===== src/rtl/spi_pkg.sv =====
// Shared definitions for the 10-bit-command SPI master and slave:
// command codes, word widths, the frame state encoding and a helper
// telling which states hold slave select low.
package spi_pkg;

  localparam int CMD_W  = 10;
  localparam int DATA_W = 8;

  localparam logic [1:0] CMD_WR_ADDR = 2'b00;
  localparam logic [1:0] CMD_WR_DATA = 2'b01;
  localparam logic [1:0] CMD_RD_ADDR = 2'b10;
  localparam logic [1:0] CMD_RD_DATA = 2'b11;

  typedef enum logic [2:0] {
    ST_IDLE,
    ST_SEL,
    ST_SHIFT,
    ST_TURN,
    ST_RECV,
    ST_GAP
  } spi_state_t;

  // Slave select is asserted for every state between SEL and RECV inclusive.
  function automatic logic ss_active(input spi_state_t s);
    return (s == ST_SEL) || (s == ST_SHIFT) || (s == ST_TURN) || (s == ST_RECV);
  endfunction

endpackage


===== src/rtl/spi_master_shreg.sv =====
// Data path of the SPI master: a 10-bit parallel-load shift-out register
// feeding MOSI and an 8-bit shift-in register collecting MISO. The FSM
// drives it with load/shift/sample/capture strobes.
module spi_master_shreg
  import spi_pkg::*;
(
  input  logic              clk,
  input  logic              rst_n,
  input  logic              load,
  input  logic [CMD_W-1:0]  load_word,
  input  logic              shift,
  input  logic              sample,
  input  logic              capture,
  input  logic              miso,
  output logic              tx_msb,
  output logic              tx_next,
  output logic [DATA_W-1:0] rd_data
);

  logic [CMD_W-1:0]  sr_tx;
  logic [DATA_W-1:0] sr_rx;

  assign tx_msb  = sr_tx[CMD_W-1];
  assign tx_next = sr_tx[CMD_W-2];

  // Shift-out register: parallel load at launch, then one bit left per shift.
  // NOTE: sequential state uses non-blocking (<=) so every flop samples pre-edge values.
  // NOTE: the data registers are reset too; it is cheap here and keeps X off MOSI and rd_data.
  always_ff @(posedge clk or negedge rst_n) begin
    if (!rst_n) begin
      sr_tx <= '0;
    end else if (load) begin
      sr_tx <= load_word;
    end else if (shift) begin
      sr_tx <= {sr_tx[CMD_W-2:0], 1'b0};
    end
  end

  // Shift-in register: MSB first; on the last sample the full byte goes to rd_data.
  always_ff @(posedge clk or negedge rst_n) begin
    if (!rst_n) begin
      sr_rx   <= '0;
      rd_data <= '0;
    end else begin
      if (sample) begin
        sr_rx <= {sr_rx[DATA_W-2:0], miso};
      end
      if (capture) begin
        rd_data <= {sr_rx[DATA_W-2:0], miso};
      end
    end
  end

endmodule


===== src/rtl/spi_master.sv =====
// SPI master for the 10-bit-command slave. SCK is the system clock.
// Frame: IDLE -> SEL -> SHIFT(10) -> [TURN(RD_WAIT) -> RECV(8) for cmd 11] -> GAP -> IDLE.
// All outputs are registered and change together with the state register.
// Optional macro SPI_MST_CMD_BUF_EN adds a one-entry command buffer so a
// command can be accepted while a frame is running.
// RD_WAIT and GAP must each lie in 1..7.
module spi_master
  import spi_pkg::*;
#(
  parameter int RD_WAIT = 2,
  parameter int GAP     = 1
) (
  input  logic              clk,
  input  logic              rst_n,
  input  logic              cmd_valid,
  input  logic [CMD_W-1:0]  cmd_word,
  output logic              cmd_ready,
  output logic              busy,
  output logic [DATA_W-1:0] rd_data,
  output logic              rd_valid,
  output logic              SS_n,
  output logic              MOSI,
  input  logic              MISO
);

  spi_state_t       state, state_nxt;
  logic [3:0]       cnt, cnt_nxt;
  logic [1:0]       cmd_code;
  logic             launch;
  logic [CMD_W-1:0] launch_word;
  logic             load, shift, sample, capture;
  logic             mosi_nxt;
  logic             tx_msb, tx_next;

`ifdef SPI_MST_CMD_BUF_EN
  logic             buf_valid, buf_valid_nxt;
  logic [CMD_W-1:0] buf_word;
  logic             accept;

  // cmd_ready mirrors "buffer empty"; an accept in IDLE launches directly,
  // anywhere else it parks the command in the buffer.
  assign accept      = cmd_valid & cmd_ready;
  assign launch      = (state == ST_IDLE) & (buf_valid | accept);
  assign launch_word = buf_valid ? buf_word : cmd_word;

  // Buffer occupancy for the next cycle.
  always_comb begin
    buf_valid_nxt = buf_valid;
    if (buf_valid && launch) begin
      buf_valid_nxt = 1'b0;
    end else if (accept && (state != ST_IDLE)) begin
      buf_valid_nxt = 1'b1;
    end
  end

  // Buffer storage and the registered ready flag.
  always_ff @(posedge clk or negedge rst_n) begin
    if (!rst_n) begin
      buf_valid <= 1'b0;
      buf_word  <= '0;
      cmd_ready <= 1'b1;
    end else begin
      buf_valid <= buf_valid_nxt;
      if (accept && (state != ST_IDLE)) begin
        buf_word <= cmd_word;
      end
      cmd_ready <= ~buf_valid_nxt;
    end
  end
`else
  assign launch      = cmd_valid & cmd_ready & (state == ST_IDLE);
  assign launch_word = cmd_word;

  // Without a buffer the master is ready exactly when it will sit in IDLE.
  always_ff @(posedge clk or negedge rst_n) begin
    if (!rst_n) begin
      cmd_ready <= 1'b1;
    end else begin
      cmd_ready <= (state_nxt == ST_IDLE);
    end
  end
`endif

  // Next-state, counter reload and data-path strobes.
  // NOTE: every output of this block gets a default first, so no path can infer a latch.
  always_comb begin
    state_nxt = state;
    cnt_nxt   = cnt;
    load      = 1'b0;
    shift     = 1'b0;
    sample    = 1'b0;
    capture   = 1'b0;
    mosi_nxt  = 1'b0;
    case (state)
      ST_IDLE: begin
        if (launch) begin
          state_nxt = ST_SEL;
          load      = 1'b1;
          mosi_nxt  = launch_word[CMD_W-1];
        end
      end
      ST_SEL: begin
        state_nxt = ST_SHIFT;
        cnt_nxt   = 4'(CMD_W - 1);
        mosi_nxt  = tx_msb;
      end
      ST_SHIFT: begin
        if (cnt == 4'd0) begin
          if (cmd_code == CMD_RD_DATA) begin
            state_nxt = ST_TURN;
            cnt_nxt   = 4'(RD_WAIT - 1);
          end else begin
            state_nxt = ST_GAP;
            cnt_nxt   = 4'(GAP - 1);
          end
        end else begin
          cnt_nxt  = cnt - 4'd1;
          shift    = 1'b1;
          mosi_nxt = tx_next;
        end
      end
      ST_TURN: begin
        if (cnt == 4'd0) begin
          state_nxt = ST_RECV;
          cnt_nxt   = 4'(DATA_W - 1);
        end else begin
          cnt_nxt = cnt - 4'd1;
        end
      end
      ST_RECV: begin
        sample = 1'b1;
        if (cnt == 4'd0) begin
          capture   = 1'b1;
          state_nxt = ST_GAP;
          cnt_nxt   = 4'(GAP - 1);
        end else begin
          cnt_nxt = cnt - 4'd1;
        end
      end
      ST_GAP: begin
        if (cnt == 4'd0) begin
          state_nxt = ST_IDLE;
        end else begin
          cnt_nxt = cnt - 4'd1;
        end
      end
      default: state_nxt = ST_IDLE;
    endcase
  end

  // State, counter and the registered SPI/handshake outputs.
  always_ff @(posedge clk or negedge rst_n) begin
    if (!rst_n) begin
      state    <= ST_IDLE;
      cnt      <= '0;
      cmd_code <= CMD_WR_ADDR;
      SS_n     <= 1'b1;
      MOSI     <= 1'b0;
      busy     <= 1'b0;
      rd_valid <= 1'b0;
    end else begin
      state    <= state_nxt;
      cnt      <= cnt_nxt;
      if (load) begin
        cmd_code <= launch_word[CMD_W-1 -: 2];
      end
      SS_n     <= ~ss_active(state_nxt);
      MOSI     <= mosi_nxt;
      busy     <= (state_nxt != ST_IDLE);
      rd_valid <= capture;
    end
  end

  spi_master_shreg u_shreg (
    .clk       (clk),
    .rst_n     (rst_n),
    .load      (load),
    .load_word (launch_word),
    .shift     (shift),
    .sample    (sample),
    .capture   (capture),
    .miso      (MISO),
    .tx_msb    (tx_msb),
    .tx_next   (tx_next),
    .rd_data   (rd_data)
  );

endmodule


===== config.mk =====
export PLATFORM = sky130hd
export DESIGN_NAME = spi_master
export DESIGN_NICKNAME = d
export VERILOG_FILES = /design/src/rtl/spi_pkg.sv /design/src/rtl/spi_master_shreg.sv /design/src/rtl/spi_master.sv
export SDC_FILE = /design/constraint.sdc
export NUM_CORES = 1
export LEC_CHECK = 0
export CAP_MARGIN = 0
export CORE_AREA = 2 2 80 67
export DETAILED_ROUTE_END_ITERATION = 10
export DIE_AREA = 0 0 82 69
export GPL_TIMING_DRIVEN = 1
export SYNTH_ARGS = -nofsm -noshare
export SYNTH_HDL_FRONTEND = slang
export SYNTH_SLANG_ARGS = --single-unit

===== constraint.sdc =====
create_clock -name clk -period 1.57 [get_ports clk]
set_input_delay 0.471 -clock clk [delete_from_list [all_inputs] [get_ports clk]]
set_output_delay 0.471 -clock clk [all_outputs]
set_load 0.01 [all_outputs]

==> summary.md, run 1 <==
| Metric | Value |
|---|---|
| Reg2Reg Depth | `7` |
| Yosys Warn Count | `0` |
| Worst-skew pair later-pin latency | `0.28 ns` |
| Final WS setup | `-0.0996 ns` |
| CP Cell Sequence | `inv_2, ha_4, buf_6, nor3b_4, buf_12, nor3_4, a221o_2` |
| Largest net degree at the start of global routing | `17` |
| Routability congestion estimate | `0.842` |
| Synth Area in Compound Gates | `15.9%` |
| GR Util All Layers | `between 15 and 20%` |
| Status | `complete, but fails checks` |
| Top Family by Delay on Critical Path | `flip-flops` |
| DP Worst Slack | `-0.353 ns` |
| Most common cell after layout, fill and taps aside | `dfrtp_1` |
| Post-synth top area share | `around half` |
| Combinational share of power | `48.6%` |
| Initial Util | `39.0%` |
| Remaining global-route overflow | `0` |
| Worst min path class | `in2async` |
| Wire length of the first global-routing pass | `7020 um` |
| Root Buffer | `clkbuf_8` |
| Final setup fails | `27` |
| Die area | `roughly 5700 um2` |
| Routed WL | `about 4300 um` |
| Combinational family with the most area after synthesis | `compound AO/OA/AOI/OAI gates` |
| Failing checks | `negative setup slack` |
| Largest stage delay, worst path | `approximately 0.4 ns` |
| Multiplexer area fraction after synthesis | `about a tenth` |
| Critical path peak fanout | `9` |
| Vias in the first global route | `about 1500` |
| Via density per instance | `about 5.4` |
| Slowest CP cell | `dfrtp_1` |
| Clock Pin Slew Worst Setup and Hold Paths | `0.08 ns` |
| Slew Limit Fails | `0` |
| Distinct cells, synth | `54` |
| Hold Fails Final Rpt | `0` |
| Yosys top cell by area | `dfrtp_1` |
| Die Wd | `roughly 82 um` |
| CTS Buf Count | `5` |
| Startpoint class of the critical path | `flop` |
| Register area share after synthesis | `51.9%` |
| Most frequent cells in the layout | `36 x dfrtp_1, 26 x buf_4, 15 x mux2_2` |
| Drt wl/cell | `15.9 um` |
| Total internal power | `0.00306 W` |
| Syn-to-layout area delta | `37.8%` |
| Die extent in y | `69 um` |
| RSZ-0062 raised after global routing | `true` |
| Synth Area in Adders | `0.664%` |
| Xor-xnor portion of the synthesized cell area | `1.39%` |
| Slew margin rel. | `about three quarters` |
| Switching portion of total power | `36.1%` |
| Skew final | `0.00287 ns` |
| Number of synthesized flops with an enable pin | `0` |
| Critical Path Sink Type | `flop` |
| CP arrival | `1.84 ns` |
| Post-route ant nets | `0` |
| Pwr dens | `1840 nW/um2` |
| Layout cells sized above 1 | `40.7%` |
| I/O pin count | `27` |
| Tmin final | `about 1.7 ns` |
| Hold buffer count at CTS | `0` |
| Nets | `between 200 and 250` |
| Buf+Inv Stages, Crit Path | `3` |
| Rows | `23` |
| CP Data Required Time | `1.74 ns` |
| Initial DRC Count | `roughly 90` |
| DRT Pass-1 Iters | `4` |
| Async set-reset flop share out of synthesis | `100%` |
| Leakage | `1.24 nW` |
| Switching pwr | `0.00173 W` |
| TritonCTS clock tree | `built` |
| Reg2reg end | `u_shreg.sr_tx[1]` |
| Period utilisation layout | `106%` |
| Max VDD drop | `0.000970 V` |
| Num Clock Sinks | `39` |
| H-tree depth | `2` |
| Post-synth net total | `roughly 170` |
| Final HPWL DP | `2970 um` |
| DR DRC count | `0` |
| Seq pwr share | `34.3%` |
| Total number of vias | `between 1000 and 1500` |
| Count of maximum capacitance violations | `0` |
| Core Region | `~4800 um2` |
| CTS max path bufs | `2` |
| Cell Area, Synth | `around 1900 um2` |
| Clock group share of total power | `17.1%` |
| Fmax | `~600 MHz` |
| Crit Path Category | `reg2reg` |
| Least-Margin Pin Slew | `0.394 ns` |
| Syn Area/Cell | `12.4 um2` |
| Initial antenna violation count | `0` |
| Synth area leaders | `dfrtp_1 49%, mux2_2 9.0%, a221o_2 4.2%` |
| Mapped Cells | `152` |
| Inserted Diodes | `0` |
| Sum Neg Setup Slack | `-0.952 ns` |
| Yosys reg bits | `39` |
| Synth Area in Simple Gates | `15.5%` |
| Ys flop type | `dfrtp_1` |
| Worst r2r src | `cnt[1]` |
| Port bufs | `26` |
| FF-to-FF setup slack | `-0.1 ns` |
-- layout make-up --
type                    instances  area, um2
fillers                       414       2240
inverters                       7       26.3
repair buffers                 55        482
clock inverters                 3       43.8
multi-input cells             100        920
flip-flops and latches         39        980
well taps                      62       77.6
clock buffers                   5       68.8
-- registers in the layout (all words and copies together), names as in the netlist, 2 cells and up --
| name | cells |
|---|---|
| cmd_code | 2 |
| cnt | 4 |
| u_shreg.sr_tx | 10 |
| state | 3 |
| u_shreg.rd_data | 8 |
| u_shreg.sr_rx | 7 |
-- how the worst max path moves through the flow --
stage                         start                to  slack [ns]  cells after the start
after floorplan              cnt[0]  u_shreg.sr_tx[6]       -0.06                      5
after global placement    cmd_valid  u_shreg.sr_tx[9]       -0.32                      5
after detailed placement  cmd_valid  u_shreg.sr_tx[9]       -0.35                      5
after CTS                    cnt[1]  u_shreg.sr_tx[1]       -0.09                      7
after global routing         cnt[1]  u_shreg.sr_tx[5]       -0.18                      7
final                        cnt[1]  u_shreg.sr_tx[1]        -0.1                      7
-- layer usage --
metal	part of all wire (%)	vias to the layer above	wire length [um]	GRT usage, %
met5	0	-	0	0
met4	0.40	0	17	4.26
met3	4.1	2	178	3.93
met2	50	32	2160	25.8
met1	45	735	1950	21.2
li1	-	685	-	-
-- cell usage after synthesis, drive strengths merged, types with 2 or more instances --
library cell,number
xnor2,2
mux2,16
nor3,4
a21oi,4
a211o,2
nor2,3
o221ai,2
inv,7
buf,6
o21ai,4
nand2,7
nor3b,4
clkbuf,3
a22oi,3
nand3,2
dfrtp,37
and3,8
a21o,2
a221o,8
or3,2
or3b,2
nand2b,3
dfstp,2
o2bb2ai,2
-- repair_timing --
action                                  4_1_cts  5_1_grt
gates resized for setup                      23        5
cloned                                        3        0
endpoints found under the setup margin       36       32
pin swaps                                     7        3
setup buffers                                 3        1
-- worst register-to-register path: stages (launching register included) --
cell	delay (ns)
dfrtp_1	0.40
inv_2	0.09
ha_4	0.13
buf_6	0.10
nor3b_4	0.21
buf_12	0.18
nor3_4	0.07
a221o_2	0.36
-- stage by stage --
| step | power (W) | area (um2) | util (%) | hold slack (ns) | std cells |
|---|---|---|---|---|---|
| final | 0.00479 | 2600 | 53.7 | 0.104 | 271 |
| after global placement | 0.00367 | 2390 | 49.5 | 0.412 | 256 |
| after global routing | 0.00510 | 2600 | 53.7 | 0.119 | 271 |
| after detailed placement | 0.00375 | 2390 | 49.5 | 0.413 | 256 |
| after CTS | 0.00476 | 2580 | 53.4 | 0.107 | 270 |
| after floorplan | 0.00296 | 1900 | - | 0.175 | 152 |
-- cells by family after synthesis --
kind of cell,count (synthesis)
AOI/OAI and AO/OA,35
and+or+nand+nor,41
buffers and inverters,16
muxes,17
adders and majority gates,1
xor gates and xnor gates,3
DFF,39
-- power by group through the flow --
stage | combinational [W] | sequential [W] | clock [W]
finish | 0.00233 | 0.00164 | 0.000820
global route | 0.00253 | 0.00168 | 0.000893
CTS | 0.00228 | 0.00163 | 0.000843
detailed placement | 0.00212 | 0.00163 | 0
global placement | 0.00205 | 0.00162 | 0
floorplan | 0.00136 | 0.00160 | 0
Note: power is estimated with default switching activity, not from simulation.
==> run 2: changes to the inputs <==
--- a/config.mk
+++ b/config.mk
@@ -10,6 +10,7 @@
 export DETAILED_ROUTE_END_ITERATION = 10
 export DIE_AREA = 0 0 82 69
 export GPL_TIMING_DRIVEN = 1
+export SKIP_CTS_REPAIR_TIMING = 1
 export SYNTH_ARGS = -nofsm -noshare
 export SYNTH_HDL_FRONTEND = slang
 export SYNTH_SLANG_ARGS = --single-unit
==> run 2 against run 1 <==
The flow still finishes with violations (negative setup slack). Fmax is 2.1% higher. Power is 3.5% higher. Critical path depth did not move. Largest power group unchanged.
==> summary.md, run 2 (synthesis results as in run 1) <==
| Metric | Value |
|---|---|
| Tmin final | `1.63 ns` |
| Core Region | `about 4800 um2` |
| CP Data Required Time | `1.74 ns` |
| CP Cell Sequence | `inv_2, ha_4, buf_6, nor3b_4, buf_12, nor3_4, a221o_2` |
| Critical path peak fanout | `5` |
| Least-Margin Pin Slew | `0.397 ns` |
| H-tree depth | `2` |
| Top reg by flops | `u_shreg.sr_tx` |
| Num Clock Sinks | `39` |
| Clock Pin Slew Worst Setup and Hold Paths | `around 0.08 ns` |
| Drt wl/cell | `15.8 um` |
| Slowest CP cell | `dfrtp_1` |
| Fillcell total | `401` |
| Worst r2r src | `cnt[1]` |
| Layout cells sized above 1 | `43.5%` |
| Post-route ant nets | `0` |
| Slew margin rel. | `73.5%` |
| TritonCTS clock tree | `built` |
| Routability congestion estimate | `0.842` |
| Wire length of the first global-routing pass | `6380 um` |
| Largest net degree at the start of global routing | `17` |
| Seq pwr share | `between 30% and 40%` |
| Highest metal used | `met4` |
| Combinational share of power | `50.3%` |
| Initial DRC Count | `96` |
| Failing checks | `negative setup slack` |
| Die extent in y | `between 60 and 70 um` |
| Rows | `23` |
| Max VDD drop | `0.000952 V` |
| Largest register FFs | `10` |
| Slew Limit Fails | `0` |
| Initial Util | `39.0%` |
| DR DRC count | `0` |
| CTS max path bufs | `2` |
| Clock group share of total power | `between 10% and 20%` |
| Worst-skew pair later-pin latency | `0.29 ns` |
| Final hold slack | `0.101 ns` |
| Fmax | `612 MHz` |
| Total internal power | `0.00320 W` |
| Routed WL | `4280 um` |
| Crit Path Category | `reg2reg` |
| Nets | `around 220` |
| Switching portion of total power | `a little over a third` |
| Period utilisation layout | `104%` |
| Hold Fails Final Rpt | `0` |
| Total number of vias | `1458` |
| Port bufs | `26` |
| DRT Pass-1 Iters | `4` |
| Via density per instance | `5.38` |
| Most frequent cells in the layout | `36 x dfrtp_1, 25 x buf_4, 15 x mux2_2` |
| FF-to-FF setup slack | `-0.06 ns` |
| I/O pin count | `27` |
| Initial antenna violation count | `0` |
| Critical Path Sink Type | `flop` |
| Die area | `5660 um2` |
| End-of-flow core utilization | `55.7%` |
| Worst min path class | `in2async` |
| Reg2reg end | `u_shreg.sr_tx[2]` |
| Biggest regs | `u_shreg.sr_tx (10), u_shreg.rd_data (8), u_shreg.sr_rx (7)` |
| Status | `complete, but fails checks` |
| CTS Buf Count | `5` |
| Final HPWL DP | `2970 um` |
| Detail Route met2 WL | `2120 um` |
| Final setup fails | `15` |
| Inserted Diodes | `0` |
| Post-Route M1 WL | `1910 um` |
| RSZ-0062 raised after global routing | `true` |
| Syn-to-layout area delta | `42.8%` |
| Final WS setup | `-0.0648 ns` |
| Startpoint class of the critical path | `flop` |
| GR Util All Layers | `around 15%` |
| Count of maximum capacitance violations | `0` |
| Leakage | `1.42 nW` |
| DP Worst Slack | `-0.353 ns` |
| Remaining global-route overflow | `0` |
| Reg2Reg Depth | `7` |
| Most common cell after layout, fill and taps aside | `dfrtp_1` |
| CP arrival | `1.81 ns` |
| Die Wd | `82 um` |
| Pwr dens | `1840 nW/um2` |
| Root Buffer | `clkbuf_8` |
| Met3 wire length | `roughly 210 um` |
| Switching pwr | `~0.0018 W` |
| Vias in the first global route | `1389` |
| Largest stage delay, worst path | `between 0.3 and 0.4 ns` |
| Skew final | `0.00318 ns` |
==> run 2: cell types whose count changed in the layout (fill, tap and decap cells not counted), sizes merged <==
cell          before  now
dlygate4sd2       12    0
nand2              8    7
dlymetal6s2s       0   13
==> run 2: how the worst max path moves through the flow <==
stage	to	startpoint	slack, ns
floorplan	u_shreg.sr_tx[6]	cnt[0]	-0.06
global placement	u_shreg.sr_tx[9]	cmd_valid	-0.32
detailed placement	u_shreg.sr_tx[9]	cmd_valid	-0.35
CTS	cmd_ready	cmd_ready	-0.27
global route	u_shreg.sr_tx[4]	cnt[0]	-0.15
finish	u_shreg.sr_tx[2]	cnt[1]	-0.06
==> run 2: metal layers <==
| layer | vias to the layer above | GRT usage (%) |
|---|---|---|
| li1 | 685 | - |
| met1 | 733 | 19.5 |
| met2 | 35 | 23.0 |
| met3 | 5 | 3.93 |
| met4 | 0 | 3.89 |
| met5 | - | 0 |
==> run 2: cell type report <==
cell class | instances | area [um2] | area share (%)
Sequential cell | 39 | 980 | 36.4
Clock inverter | 3 | 43.8 | 1.63
Inverter | 7 | 26.3 | 0.976
Tap cell | 62 | 77.6 | 2.88
Timing Repair Buffer | 56 | 563 | 20.9
Multi-Input combinational cell | 99 | 932 | 34.6
Clock buffer | 5 | 68.8 | 2.56
==> run 2: power groups by stage <==
stage / clock [W] / combinational, W / sequential [W]
floorplan: 0 / 0.00136 / 0.00160
finish: 0.000825 / 0.00249 / 0.00164
CTS: 0.000843 / 0.00212 / 0.00163
global placement: 0 / 0.00205 / 0.00162
detailed placement: 0 / 0.00212 / 0.00163
global route: 0.000899 / 0.00270 / 0.00168
==> run 2: through the flow <==
stage	setup TNS, ns	instance area (um2)	std cells	total power (W)
final	-0.480	2690	271	0.00496
after global routing	-2.04	2690	271	0.00527
after CTS	-3.87	2500	264	0.00459
after detailed placement	-4.07	2390	256	0.00375
after global placement	-3.39	2390	256	0.00367
after floorplan	-0.627	1900	152	0.00296
==> run 2: critical path: cells and delay by family (launching register included) <==
| kind | cells | cell delay (ns) |
|---|---|---|
| simple gates | 2 | 0.27 |
| buf+inv | 3 | 0.33 |
| flops | 1 | 0.39 |
| compound gates | 1 | 0.39 |
| fa+ha+maj | 1 | 0.13 |
==> run 3: changes to the inputs <==
--- a/config.mk
+++ b/config.mk
@@ -7,9 +7,11 @@
 export LEC_CHECK = 0
 export CAP_MARGIN = 0
 export CORE_AREA = 2 2 80 67
+export CTS_BUF_LIST = sky130_fd_sc_hd__clkbuf_4
 export DETAILED_ROUTE_END_ITERATION = 10
 export DIE_AREA = 0 0 82 69
 export GPL_TIMING_DRIVEN = 1
+export SETUP_SLACK_MARGIN = 0.2
 export SKIP_CTS_REPAIR_TIMING = 1
 export SYNTH_ARGS = -nofsm -noshare
 export SYNTH_HDL_FRONTEND = slang
==> run 3 against run 2 <==
Power up 2.8%. Global-route usage up 1.1 points. The flow still finishes with violations (negative setup slack). Critical endpoint is now u_shreg.sr_tx[1]. Sequential power is essentially flat. First-iteration DRC count rose by 10%. Die area stayed put. Core utilization increased by 0.60 points. Fmax shrank 0.92%.
==> summary.md, run 3 (synthesis results as in run 1) <==
| Metric | Value |
|---|---|
| DRT Pass-1 Iters | `4` |
| Top reg by flops | `u_shreg.sr_tx` |
| Most common cell after layout, fill and taps aside | `dfrtp_1` |
| CP arrival | `between 1.5 and 2 ns` |
| Area of the multi-input gates | `~1000 um2` |
| Final HPWL DP | `approximately 3000 um` |
| Routability congestion estimate | `0.831` |
| Slew Limit Fails | `0` |
| Clock Pin Slew Worst Setup and Hold Paths | `between 0.1 and 0.15 ns` |
| TritonCTS clock tree | `built` |
| I/O pin count | `27` |
| Initial Util | `between 30 and 40%` |
| Startpoint class of the critical path | `flop` |
| Drt wl/cell | `16.8 um` |
| Failing checks | `negative setup slack` |
| CP Cell Sequence | `inv_2, ha_4, buf_6, nor3b_4, buf_12, nor3_4, a221o_2` |
| Initial DRC Count | `around 110` |
| Worst Setup EP | `u_shreg.sr_tx[1]` |
| Inserted Diodes | `0` |
| Post-route ant nets | `0` |
| Biggest regs | `u_shreg.sr_tx (10), u_shreg.rd_data (8), u_shreg.sr_rx (7)` |
| Largest stage delay, worst path | `0.42 ns` |
| Num Clock Sinks | `39` |
| Reg2Reg Depth | `7` |
| Top Family by Delay on Critical Path | `flip-flops` |
| Most frequent cells in the layout | `34 x dfrtp_1, 25 x buf_4, 12 x clkdlybuf4s50_1` |
| Die area | `5660 um2` |
| Fmax | `slightly above 600 MHz` |
| Nets | `229` |
| CP Data Required Time | `1.81 ns` |
| DR DRC count | `0` |
| Slew margin rel. | `73.9%` |
| Syn-to-layout area delta | `44.4%` |
| Root Buffer | `clkbuf_4` |
| Final hold slack | `0.0249 ns` |
| Largest net degree at the start of global routing | `18` |
| Worst min path class | `in2async` |
| Period utilisation layout | `105%` |
| Max VDD drop | `roughly 0.00089 V` |
| Final setup fails | `21` |
| Least-Margin Pin Slew | `just under 0.4 ns` |
| Status | `complete, but fails checks` |
| GR Util All Layers | `15.6%` |
| Vias in the first global route | `between 1000 and 1500` |
| Core Region | `4830 um2` |
| DP Worst Slack | `-0.345 ns` |
| Port bufs | `26` |
| Layout cells sized above 1 | `between 50% and 60%` |
| Skew final | `about 0.013 ns` |
| Crit. path cell count | `7` |
| Hold Fails Final Rpt | `0` |
| Reg2reg end | `u_shreg.sr_tx[1]` |
| Die extent in y | `69 um` |
| Worst-skew pair later-pin latency | `0.35 ns` |
| Fin area | `roughly 2700 um2` |
| Pwr dens | `1870 nW/um2` |
| Via density per instance | `between 5 and 6` |
| Crit path from | `cnt[1]` |
| Leakage | `1.27 nW` |
| Rows | `23` |
| Tmin final | `1.65 ns` |
| Initial antenna violation count | `0` |
| Critical Path Sink Type | `flop` |
| Slowest CP cell | `dfrtp_1` |
| Worst r2r src | `cnt[1]` |
| Critical path peak fanout | `9` |
| Total number of vias | `roughly 1500` |
| RSZ-0062 raised after global routing | `true` |
| FF-to-FF setup slack | `-0.08 ns` |
| Fillcell total | `403` |
| Wire length of the first global-routing pass | `6830 um` |
| Register Area | `982 um2` |
| Routed WL | `4660 um` |
| Largest register FFs | `10` |
| Crit Path Category | `reg2reg` |
| Placement-stage cell area | `2410 um2` |
| CTS Buf Count | `5` |
| Final WS setup | `-0.0801 ns` |
| H-tree depth | `2` |
| Die Wd | `82 um` |
| Buf+Inv Stages, Crit Path | `3` |
| Remaining global-route overflow | `0` |
| Count of maximum capacitance violations | `0` |
| CTS max path bufs | `2` |
run 3: through the flow:
step	utilization (%)	instances	TNS [ns]	total power [W]
detailed placement	49.9	255	-4.45	0.00384
floorplan	-	152	-0.633	0.00304
finish	56.3	277	-1.09	0.00510
global route	56.3	277	-2.58	0.00543
global placement	49.9	255	-3.34	0.00374
CTS	51.6	263	-5.11	0.00452
run 3: power by group:
| part | total, W | internal [W] | leakage, nW | switching [W] |
|---|---|---|---|---|
| Sequential | 0.00163 | 0.00137 | 0.496 | 0.000262 |
| Combinational | 0.00279 | 0.00152 | 0.731 | 0.00127 |
| Clock | 0.000679 | 0.000335 | 0.0452 | 0.000344 |
| Total | 0.00510 | 0.00322 | 1.27 | 0.00187 |
run 3: metal layers:
layer	part of all wire (%)	vias to the layer above	GRT usage, %	wire, um
met1	46	734	20.7	2130
met2	48	39	24.3	2230
met5	0	-	0	0
li1	-	700	-	-
met4	1.7	0	5.37	78
met3	4.8	11	4.19	223
run 3: how the worst min path moves through the flow:
stage / from / to / slack (ns) / cells after the start
6_report: rst_n / busy / 0.02 / 1
5_1_grt: rst_n / u_shreg.rd_data[7] / 0.03 / 1
4_1_cts: rst_n / busy / 0.03 / 1
3_5_place_dp: rst_n / state[0] / 0.42 / 1
3_3_place_gp: rst_n / cnt[3] / 0.41 / 1
2_1_floorplan: rst_n / MOSI / 0.18 / 0
run 3: final cells by class:
| cell class | instances | area share, % |
|---|---|---|
| clock buffers | 5 | 1.38 |
| clock inverters | 3 | 1.61 |
| inverters | 7 | 0.966 |
| multi-input cells | 99 | 36.7 |
| flip-flops and latches | 39 | 36.1 |
| well taps | 62 | 2.85 |
| repair buffers | 62 | 20.4 |
run 3: worst reg2reg max path, cell delays in order, from the launching register on:
cell     delay (ns)
dfrtp_1        0.42
inv_2          0.08
ha_4           0.14
buf_6          0.10
nor3b_4        0.21
buf_12         0.17
nor3_4         0.06
a221o_2        0.36
==> variant 1: new RTL, settings of run 3 <==
The option `SPI_MST_CMD_BUF_EN` is turned on by a define.
--- a/src/rtl/spi_master.sv
+++ b/src/rtl/spi_master.sv
@@ -4,6 +4,8 @@
 // Optional macro SPI_MST_CMD_BUF_EN adds a one-entry command buffer so a
 // command can be accepted while a frame is running.
 // RD_WAIT and GAP must each lie in 1..7.
+`define SPI_MST_CMD_BUF_EN
+
 module spi_master
   import spi_pkg::*;
 #(
Formal check against the unedited RTL: not equivalent (a bounded check fails within 4 cycles, from zero or initial values and one cycle with rst_n low).
==> variant 1 against run 3 <==
The run still ends with setup timing left; first-iteration DRC count down 26%; area after synthesis up 24%; total power up 41%; largest cell class unchanged; wire length up 17%; setup slack worse by 140 ps; sequential cell count up 11; final area up 25%.
==> variant 1: results (changes against run 3) <==
* Clock-pin slew on the worst setup and hold paths at 150 ps (+20 ps)
* DP Area at 2980 um^2 (+24%)
* Status: finished, violations left
* Vias per cell at 5.49 (+2.4%)
* Top flop regs: buf_word: 10 flops, u_shreg.sr_tx: 10 flops, u_shreg.rd_data: 8 flops
* Setup violators final at 23 (+9.5%)
* Final net count at 291 (+27%)
* Met1 GRT Util at 28.8% (+8.0 points)
* Most instantiated cells after synthesis: 48 x dfrtp_1, 25 x mux2_2, 16 x nor2_1, 14 x mux2i_1, 9 x a21oi_1
* Synth async-reset ratio at 100% (unchanged)
* Leakage Power at 1.60 nW (+26%)
* Post-Place Cells at 310 (+22%)
* Fin cells at 338 (+22%)
* WL/cell at 16.1 um (-4.1%)
* Global placement routability congestion at 0.867 (+4.3%)
* CTS buffer count at 5 (unchanged)
* Post-synthesis sequential area ratio at 53.7% (+1.8 points)
* Met3 Use GR at 5.63% (+1.4 points)
* Post-Synth XOR/XNOR Area at 1.13% (-0.27 points)
* Worst skew pair latency at 380 ps (+30 ps)
* Initial DRC count at 78 (-26%)
* Number of global-route vias before repair at 1806 (+26%)
* Slew margin rel. at 71.2% (-2.7 points)
* Failing checks: setup timing
* CP max FO at 4 (-5)
* Worst Path Arrival at 2070 ps (+180 ps)
* Total GRT Usage at 19.6% (+4.0 points)
* Fin Clk Skew at 7.84 ps (-5.55 ps)
* Max IR drop VDD at 0.00117 V (+32%)
* Netlist cell types at 42 (-22%)
* Compound-Gate Fraction of Synth Area at 12.3% (-3.6 points)
* Detailed Place HPWL at 3.63 mm (+18%)
* Final worst-path setup slack at -221 ps (-141 ps)
* Met2 usage in global routing at 28.7% (+4.4 points)
* Layout cells sized above 1 at 47.1% (-9.2 points)
* Post-Syn Area per Cell at 12.0 um^2 (-3.4%)
* Worst slack at placement at -379 ps (-34.1 ps)
* Post-Synth Adder-Cell Area at 1.07% (+0.41 points)
* Synth Net Count at 211 (+26%)
* Largest net degree at the start of global routing at 51 (+33)
* Mux contribution to synthesized area at 18.1% (+7.8 points)
variant 1: cell types whose count changed after synthesis, sizes merged, moves of 4 or more:
cell and delta:
mux2i +13, nor3 +5, a211oi +4, mux2 +9, and3 -7, nor2 +14, a21oi +6, dfrtp +11
variant 1: critical path, stage by stage, from the launching register on:
cell       delay (ps)
dfrtp_1           410
inv_2              90
ha_4              150
or3b_4            410
a211o_1           280
a2111oi_4         300
nor2_1             60
variant 1: logic make-up after synthesis:
logic type / after synthesis
multiplexers: 39
AND/OR/NAND/NOR: 50
flip-flops: 50
buffers and inverters: 13
XOR/XNOR: 3
adder cells (fa/ha/maj): 2
AO/OA/AOI/OAI: 38
variant 1: metrics by stage:
stage / TNS (ps) / utilization, %
final: -2300 / 70.3
after global routing: -4160 / 70.3
after CTS: -9790 / 63.4
after detailed placement: -9960 / 61.7
after global placement: -8930 / 61.7
after floorplan: -1980 / -
variant 1: cell type report:
| type | count | area, um^2 |
|---|---|---|
| fillers | 349 | 1440 |
| inverters | 6 | 22.5 |
| flip-flops and latches | 50 | 1260 |
| clock buffers | 5 | 37.5 |
| multi-input cells | 134 | 1270 |
| clock inverters | 3 | 42.5 |
| well taps | 62 | 77.6 |
| repair buffers | 78 | 693 |
variant 1: where the power goes:
group	total (mW)	switching (mW)	leakage, nW	internal, mW
combinational	4.24	1.88	0.937	2.36
clock	0.775	0.438	0.0432	0.337
sequential	2.19	0.353	0.622	1.84
variant 1: path summary, 6_finish.rpt:
path                                   from                to  slack (ps)  cells past startpoint
hold reg to reg            u_shreg.sr_tx[1]  u_shreg.sr_tx[2]         520                      1
hold / removal                        rst_n       buf_word[3]          40                      2
max in group asynchronous             rst_n         cmd_ready        1230                      2
setup / recovery                     cnt[0]            cnt[0]        -220                      6
min in group clk           u_shreg.sr_tx[1]  u_shreg.sr_tx[2]         520                      1
setup reg to reg                     cnt[0]            cnt[0]        -220                      6
variant 1: layer usage:
layer | up-vias | wire length (um)
met4 | 0 | 53
met1 | 932 | 2680
met3 | 7 | 194
met2 | 34 | 2530
met5 | - | 0
li1 | 881 | -
==> variant 2: new RTL, settings of run 3 <==
Made on the original files. Encoding of `spi_state_t`: now one-hot (6 bits for 6 states).
--- a/src/rtl/spi_pkg.sv
+++ b/src/rtl/spi_pkg.sv
@@ -11,13 +11,13 @@
   localparam logic [1:0] CMD_RD_ADDR = 2'b10;
   localparam logic [1:0] CMD_RD_DATA = 2'b11;
 
-  typedef enum logic [2:0] {
-    ST_IDLE,
-    ST_SEL,
-    ST_SHIFT,
-    ST_TURN,
-    ST_RECV,
-    ST_GAP
+  typedef enum logic [5:0] {
+    ST_IDLE  = 6'b000001,
+    ST_SEL   = 6'b000010,
+    ST_SHIFT = 6'b000100,
+    ST_TURN  = 6'b001000,
+    ST_RECV  = 6'b010000,
+    ST_GAP   = 6'b100000
   } spi_state_t;
 
   // Slave select is asserted for every state between SEL and RECV inclusive.
Behaviour: no difference found for any inputs over 10 cycles, from zero or initial values and one cycle with rst_n low; not proved beyond that.
==> variant 2 against run 3 <==
The flow still finishes with violations (setup timing); final area is 18% higher; worst hold slack got worse by 15 ps; sequential power decreased by 2%; via count grew 25%; critical endpoint is now cnt[3]; sequential cell count is 3 higher; area after synthesis is 9.8% higher; total power decreased by 18%; setup slack worse by 140 ps; wire length up 26%.
==> variant 2: results (changes against run 3) <==
* Met3 Use GR at 4.06% (-0.13 points)
* Failing checks: setup timing
* DR WL met2 at 3.02 mm (+35%)
* Worst skew pair latency at 350 ps (about the same)
* Setup violators final at 25 (+19%)
* Hold Crit Class: input port to asynchronous set/reset pin
* Worst r2r dst: cnt[3]
* Layout cells sized above 1 at 53.9% (-2.4 points)
* Reg-to-Reg Start: cnt[1]
* Worst Path Arrival at 2050 ps (+160 ps)
* Detailed Route WL at 5.86 mm (+26%)
* Met2 usage in global routing at 29.2% (+4.9 points)
* Synth async-reset ratio at 100% (unchanged)
* Routed met3 length at 191 um (-14%)
* DRT Pass-1 Iters at 4 (unchanged)
* ANT cells at 0 (unchanged)
* Clock-pin slew on the worst setup and hold paths at 130 ps (about the same)
* CP max FO at 7 (-2)
* Netlist cell types at 50 (-7.4%)
* CP max-delay cell: dfrtp_1
* Max IR drop VDD at 0.000698 V (-21%)
* Gr ovfl total at 0 (unchanged)
* Post-Place Cells at 319 (+25%)
* First-pass GRT wire length at 8.16 mm (+19%)
* Least-Margin Pin Slew at 384 ps (-7.56 ps)
* Number of global-route vias before repair at 1762 (+22%)
* Fin Clk Skew at 10.1 ps (-3.34 ps)
* R2R setup slack at -220 ps (-140 ps)
* Ys Warns at 0 (unchanged)
* Min Hold Slack at 9.52 ps (-15.4 ps)
* Largest net degree at the start of global routing at 22 (+4)
* Bufs on Longest Clock Path at 2 (unchanged)
* Initial DRC count at 74 (-30%)
* DP Area at 2690 um^2 (+11%)
* CTS buffer count at 5 (unchanged)
* Final net count at 299 (+31%)
* Fillers at 374 (-7.2%)
* Final worst-path setup slack at -220 ps (-140 ps)
* Global placement routability congestion at 0.898 (+8.1%)
* Leakage Power at 1.53 nW (+20%)
* Max Used Layer: met4
* Total GRT Usage at 18.7% (+3.2 points)
* Status: finished, violations left
* CP max stage delay at 420 ps (about the same)
* Fin cells at 346 (+25%)
* Post-layout util at 66.4% (+10 points)
* CTS Root Cell: clkbuf_4
* DRT met1 WL at 2.54 mm (+19%)
* Met1 GRT Util at 25.4% (+4.7 points)
* Post-Syn Area per Cell at 10.5 um^2 (-16%)
* Post-synthesis sequential area ratio at 51.0% (-0.96 points)
* Detailed Place HPWL at 3.76 mm (+22%)
* Final TNS setup at -2740 ps (-1650 ps)
* Top flop regs: u_shreg.sr_tx: 10 flops, u_shreg.rd_data: 8 flops, u_shreg.sr_rx: 7 flops
* Worst slack at placement at -243 ps (+102 ps)
* R2R depth at 7 (unchanged)
* Most instantiated cells after synthesis: 39 x dfrtp_1, 35 x nand2_1, 13 x nor2_1, 10 x a21oi_1
* Area contributors post-synth: dfrtp_1 47%, nand2_1 6.3%, mux2_2 4.4%
* Vias per cell at 5.38 (+0.45%)
* Synth Net Count at 214 (+28%)
-- variant 2: cell count changes in the layout (fill, tap and decap cells not counted), sizes merged, moves of 8 or more --
cell   change
mux2       -8
nand3      +8
buf       +26
nand2     +30
nor2      +10
-- variant 2: critical path: cells and delay by family, from the launching register on --
family                   cells  cell delay (ps)
AO/OA/AOI/OAI                1               50
buffers and inverters        2              200
adder cells (fa/ha/maj)      1              130
flip-flops                   1              420
AND/OR/NAND/NOR              3              890
-- variant 2: report_power, final --
part | internal [mW] | switching, mW | total (mW)
combinational | 0.966 | 0.880 | 1.85
clock | 0.372 | 0.351 | 0.724
sequential | 1.36 | 0.224 | 1.59
-- variant 2: worst max path at each step --
stage,endpoint,cells past startpoint,slack [ps],startpoint
3_3_place_gp,cnt[2],6,-170,cnt[0]
5_1_grt,cnt[3],7,-280,cnt[0]
4_1_cts,cmd_ready,1,-360,cmd_ready
2_1_floorplan,cnt[2],7,-150,cnt[0]
3_5_place_dp,cnt[1],6,-240,cnt[0]
6_report,cnt[3],7,-220,cnt[1]
-- variant 2: kinds of logic (layout without fill, tap and decap cells) --
| logic type | count (synthesis) | after routing | synth area share, % |
|---|---|---|---|
| AO/OA/AOI/OAI | 33 | 33 | 10.5 |
| flip-flops | 42 | 42 | 51.0 |
| buffers and inverters | 16 | 100 | 4.72 |
| XOR/XNOR | 3 | 3 | 1.27 |
| multiplexers | 16 | 16 | 8.22 |
| adder cells (fa/ha/maj) | 2 | 2 | 1.21 |
| AND/OR/NAND/NOR | 86 | 88 | 23.1 |
-- variant 2: cell type report --
cell class | instances | share of cell area [%]
Clock buffer | 7 | 1.64
Clock inverter | 1 | 0.936
Inverter | 5 | 0.585
Multi-Input combinational cell | 142 | 37.4
Sequential cell | 42 | 33.0
Tap cell | 62 | 2.42
Timing Repair Buffer | 87 | 24.1
